**src/rtl/soi_pkg.sv**
```systemverilog
// Shared types and defaults for the SOI write/override responder.
package soi_pkg;

    localparam int OP_W       = 2;
    localparam int SOI_W_DEF  = 8;
    localparam int HOLD_W_DEF = 8;

    typedef enum logic [OP_W-1:0] {
        OP_READ    = 2'b00,
        OP_SET     = 2'b01,
        OP_FORCE   = 2'b10,
        OP_RELEASE = 2'b11
    } soi_op_e;

    typedef enum logic [1:0] {
        ST_IDLE    = 2'd0,
        ST_PULSE   = 2'd1,
        ST_FORCING = 2'd2
    } resp_state_e;

endpackage

```
**src/rtl/soi_rsp_slot.sv**
```systemverilog
// Single-entry response register: loads on command accept, holds until the host takes it.
module soi_rsp_slot #(
    parameter int W = 8
) (
    input  logic         clk,
    input  logic         rst_n,
    input  logic         load,
    input  logic [W-1:0] load_data,
    input  logic         load_err,
    input  logic         rsp_ready,
    output logic         rsp_valid,
    output logic [W-1:0] rsp_data,
    output logic         rsp_err
);

    // load only happens while empty, so it never collides with the consume
    always_ff @(posedge clk or negedge rst_n) begin
        if (!rst_n) begin
            rsp_valid <= 1'b0;
            rsp_data  <= '0;
            rsp_err   <= 1'b0;
        end else if (load) begin
            rsp_valid <= 1'b1;
            rsp_data  <= load_data;
            rsp_err   <= load_err;
        end else if (rsp_valid && rsp_ready) begin
            rsp_valid <= 1'b0;
            rsp_data  <= '0;
            rsp_err   <= 1'b0;
        end
    end

endmodule

```
**src/rtl/soi_write_responder.sv**
```systemverilog
// Host get/set/force/release responder driving an override onto a signal of interest.
module soi_write_responder
    import soi_pkg::*;
#(
    parameter int SOI_W  = SOI_W_DEF,
    parameter int HOLD_W = HOLD_W_DEF
) (
    input  logic              clk,
    input  logic              rst_n,
    input  logic              cmd_valid,
    output logic              cmd_ready,
    input  logic [OP_W-1:0]   cmd_op,
    input  logic [SOI_W-1:0]  cmd_data,
    input  logic [HOLD_W-1:0] cmd_hold,
    output logic              rsp_valid,
    input  logic              rsp_ready,
    output logic [SOI_W-1:0]  rsp_data,
    output logic              rsp_err,
    input  logic [SOI_W-1:0]  soi_in,
    output logic [SOI_W-1:0]  soi_out,
    output logic              forced
);

    resp_state_e       state_q, state_d;
    logic [SOI_W-1:0]  ovr_q, ovr_d;
    logic [HOLD_W-1:0] cnt_q, cnt_d;
    logic [SOI_W-1:0]  ld_data;
    logic              ld_err;
    logic              accept;
    soi_op_e           op;

    assign op        = soi_op_e'(cmd_op);
    assign cmd_ready = !rsp_valid;
    assign accept    = cmd_valid && cmd_ready;
    assign forced    = (state_q != ST_IDLE);
    assign soi_out   = forced ? ovr_q : soi_in;

    always_ff @(posedge clk or negedge rst_n) begin
        if (!rst_n) begin
            state_q <= ST_IDLE;
            ovr_q   <= '0;
            cnt_q   <= '0;
        end else begin
            state_q <= state_d;
            ovr_q   <= ovr_d;
            cnt_q   <= cnt_d;
        end
    end

    always_comb begin
        state_d = state_q;
        ovr_d   = ovr_q;
        cnt_d   = cnt_q;
        ld_data = '0;
        ld_err  = 1'b0;

        // cnt_q == 0 while forcing means an indefinite hold; timed holds exit at 1
        case (state_q)
            ST_PULSE: state_d = ST_IDLE;
            ST_FORCING: begin
                if (cnt_q == HOLD_W'(1)) begin
                    state_d = ST_IDLE;
                    cnt_d   = '0;
                end else if (cnt_q != '0) begin
                    cnt_d = cnt_q - HOLD_W'(1);
                end
            end
            default: ;
        endcase

        if (accept) begin
            case (op)
                OP_READ: ld_data = soi_in;
                OP_SET: begin
                    if (state_q == ST_IDLE) begin
                        ovr_d   = cmd_data;
                        state_d = ST_PULSE;
                        ld_data = cmd_data;
                    end else begin
                        ld_data = ovr_q;
                        ld_err  = 1'b1;
                    end
                end
                OP_FORCE: begin
                    if (state_q == ST_IDLE) begin
                        ovr_d   = cmd_data;
                        cnt_d   = cmd_hold;
                        state_d = ST_FORCING;
                        ld_data = cmd_data;
                    end else begin
                        ld_data = ovr_q;
                        ld_err  = 1'b1;
                    end
                end
                OP_RELEASE: begin
                    // overrides a coincident timed expiry; both land in IDLE
                    ld_data = soi_in;
                    if (state_q == ST_FORCING) begin
                        state_d = ST_IDLE;
                        cnt_d   = '0;
                    end
                end
                default: ;
            endcase
        end
    end

    soi_rsp_slot #(.W(SOI_W)) u_slot (
        .clk       (clk),
        .rst_n     (rst_n),
        .load      (accept),
        .load_data (ld_data),
        .load_err  (ld_err),
        .rsp_ready (rsp_ready),
        .rsp_valid (rsp_valid),
        .rsp_data  (rsp_data),
        .rsp_err   (rsp_err)
    );

endmodule

```
**config.mk**
```make
export PLATFORM = sky130hd
export DESIGN_NAME = soi_write_responder
export DESIGN_NICKNAME = d
export VERILOG_FILES = /design/src/rtl/soi_pkg.sv /design/src/rtl/soi_rsp_slot.sv /design/src/rtl/soi_write_responder.sv
export SDC_FILE = /design/constraint.sdc
export NUM_CORES = 1
export LEC_CHECK = 0
export CORE_AREA = 4 4 70 72
export DETAILED_ROUTE_END_ITERATION = 8
export DIE_AREA = 0 0 74 76
export GPL_ROUTABILITY_DRIVEN = 1
export PLACE_DENSITY = 0.75
export RECOVER_POWER = 100
export SYNTH_ARGS = -nofsm -noshare
export SYNTH_HDL_FRONTEND = slang
export SYNTH_SLANG_ARGS = --single-unit
```
**constraint.sdc**
```tcl
create_clock -name clk -period 2.6 [get_ports clk]
set_clock_uncertainty 0.2 [all_clocks]
set_input_delay 0.52 -clock clk [delete_from_list [all_inputs] [get_ports clk]]
set_output_delay 0.52 -clock clk [all_outputs]
set_load 0.02 [all_outputs]
```
==> results.yml <==
run_status:
  outcome: "complete, but fails checks"
  violations: "max-capacitance violations, max-slew violations"
floorplan:
  rows: 24
  die_y_um: 76
  die_x_um: 74
  die_area_um2: 5620
  core_area_um2: 4290
  initial_core_util_pct: 42.3
  io_pins: 50
synth:
  synth-edff-count: 0
  synth_top_area_share_pct: 38.6
  ys_ff_latch: 28
  synth.most_common_cell: "dfrtp_1"
  postSynthAreaPerCell_um2: 9.82
  synthCells: 185
  ys.flop_type: "dfrtp_1"
  netlist_area_um2: 1820
  synth_fp_nets: 225
  yosys_warnings: 0
  netlist_top_cells_count: "28 x dfrtp_1, 19 x nand2_1, 18 x o21ai_0"
  ys_types: 39
  synth_top_cell_by_area: "dfrtp_1"
  synth_async_sr_flop_share_pct: 100
  yosys-top-cells-area: "dfrtp_1 39%, mux2_2 9.9%, ha_1 6.9%"
  seq_area_frac_synth_pct: 38.6
drt:
  drc: 0
  antenna_left: 0
  drt_wl_total_mm: 4.31
  post_drt_wl_per_cell_um: 14.9
  drt_pass1_iterations: 4
  drt_iter0_drc: 84
  vias: 1577
  viasPerCell: 5.46
flow_run:
  maxCapViolCount: 1
power:
  p_leak_nw: 1.10
  power_mw: 2.11
  p_per_area_nw_per_um2: 853
  peakVddDrop_mv: 0.443
final_layout:
  diodes: 0
  postLayoutCoreUtil_pct: 57.7
  multi_input_area_um2: 1030
  fin_area_um2: 2480
  n_fill_cell: 367
  instances_no_fill: 289
  seqCellArea_um2: 701
  final_nets: 278
  drive_above_1_share_pct: 14.8
  syn_to_final_growth_pct: 36.4
global_routing:
  grt_util_all_layers_pct: 15.5
  grt_max_degree: 29
  grt_overflow: 0
  antenna_found_initial: 0
  grt_pass1_vias: 1642
  grt_pass1_wl_mm: 7.23
timing:
  setup_ws_ns: 0.0841
  setup_viol: 0
  slew_viol_final: 29
  fmax_mhz: 397
  tns_ns: 0
  period_share_pct: 96.8
  rsz0062_at_grt: "false"
  max-slew-margin-rel_pct: -5.77
  finalHoldViolCount: 0
  max_slew.worst_pin.slew_ns: 1.59
  holdWs_ns: 0.281
  period_minus_slack_ns: 2.52
placement:
  post-place-ws_ns: 0.126
  dpl_cell_area_um2: 2390
  place_inst: 284
  hpwlAfterDp_mm: 3.19
  place.gp.congestion: 0.842
  portBuffers: 49
cts:
  cts_setup_buffers: 0
  root_buffer: "clkbuf_8"
  clk_path_buf_depth: 2
  clkSlewWorstSetupHoldPaths_ns: 0.10
  cts_max_level: 1
  insertion_delay_ns: 0.27
  cts_buffers: 3
  tritoncts: "yes"
  cts.sinks: 28
min_path:
  hp-class: "flop to flop"
  min-delay-start: "u_slot.rsp_data[5]"
critical_path:
  cp_max_fo: 10
  critPathKind: "flop to output pin"
  critPathLaunch: "state_q[0]"
  crit_arrival_ns: 1.80
  crit_required_ns: 1.88
  endpoint_kind: "output pin"
  reg2reg_from: "cnt_q[0]"
  start_kind: "flop"
kinds of logic (layout without fill, tap and decap cells):
logic type	count (synthesis)	after routing	share of synthesized area, %
mux	28	28	16.6
compound gates	53	53	19.8
simple gates	45	45	12.9
fa+ha+maj	10	10	6.89
flops	28	28	38.6
buf+inv	21	73	5.30
routing by layer:
layer / routed length [um] / track usage, % / vias to the layer above
met5: 0 / 0 / -
li1: - / - / 778
met1: 1810 / 20.0 / 750
met2: 2180 / 25.4 / 42
met4: 48 / 3.99 / 0
met3: 274 / 4.22 / 7
critical path, cell delays in order (launching register included):
cell and delay (ns):
dfrtp_1 0.41, inv_1 0.13, ha_4 0.19, buf_12 0.13, mux2_2 0.33, dlygate4sd2_1 0.32
cells in the final DEF (no fill, tap or decap), types with 3 or more instances in the layout:
cell / n
inv_1: 11
mux2i_1: 11
a22oi_1: 7
nand2b_1: 3
nor4_1: 3
dlygate4sd2_1: 9
dfrtp_1: 28
o22ai_1: 7
ha_1: 9
clkdlybuf4s50_1: 26
nand3_1: 4
o21ai_0: 18
buf_4: 4
mux2_2: 16
clkbuf_8: 3
a21oi_1: 7
nor2_1: 6
nand2_1: 19
dlygate4sd3_1: 14
flip-flops by register name (all words and copies together), names as in the netlist:
register / count
ovr_q: 8
u_slot.rsp_valid: 1
u_slot.rsp_data: 8
state_q: 2
u_slot.rsp_err: 1
cnt_q: 8
layout make-up:
type                            instances  share of cell area [%]
Inverter                               11                    1.67
Clock buffer                            3                    1.67
Tap cell                               52                    2.63
Clock inverter                          1                    1.21
Multi-Input combinational cell        136                    41.7
Sequential cell                        28                    28.3
Timing Repair Buffer                   58                    22.9
where the power goes:
part           total (mW)  switching (mW)  leakage [nW]  internal (mW)
Combinational       0.985           0.487         0.712          0.498
Clock               0.346           0.140        0.0357          0.206
Sequential          0.783           0.185         0.348          0.598
repair_timing:
action / CTS / global route
endpoints found under the hold margin: 0 / 0
setup endpoints to repair: 9 / 8
resized for setup: 9 / 2
hold buffers: 0 / 0
cloned: 0 / 1
worst paths after layout:
path | endpoint | slack (ns) | cells after the start
worst max register to register | cnt_q[1] | 0.19 | 6
min in group asynchronous | ovr_q[5] | 0.96 | 2
worst min-delay path | u_slot.rsp_data[5] | 0.28 | 2
worst max-delay path | soi_out[6] | 0.08 | 5
max in group asynchronous | state_q[1] | 0.32 | 2
worst min register to register | u_slot.rsp_data[5] | 0.28 | 2
(Power assumes the default switching activity.)
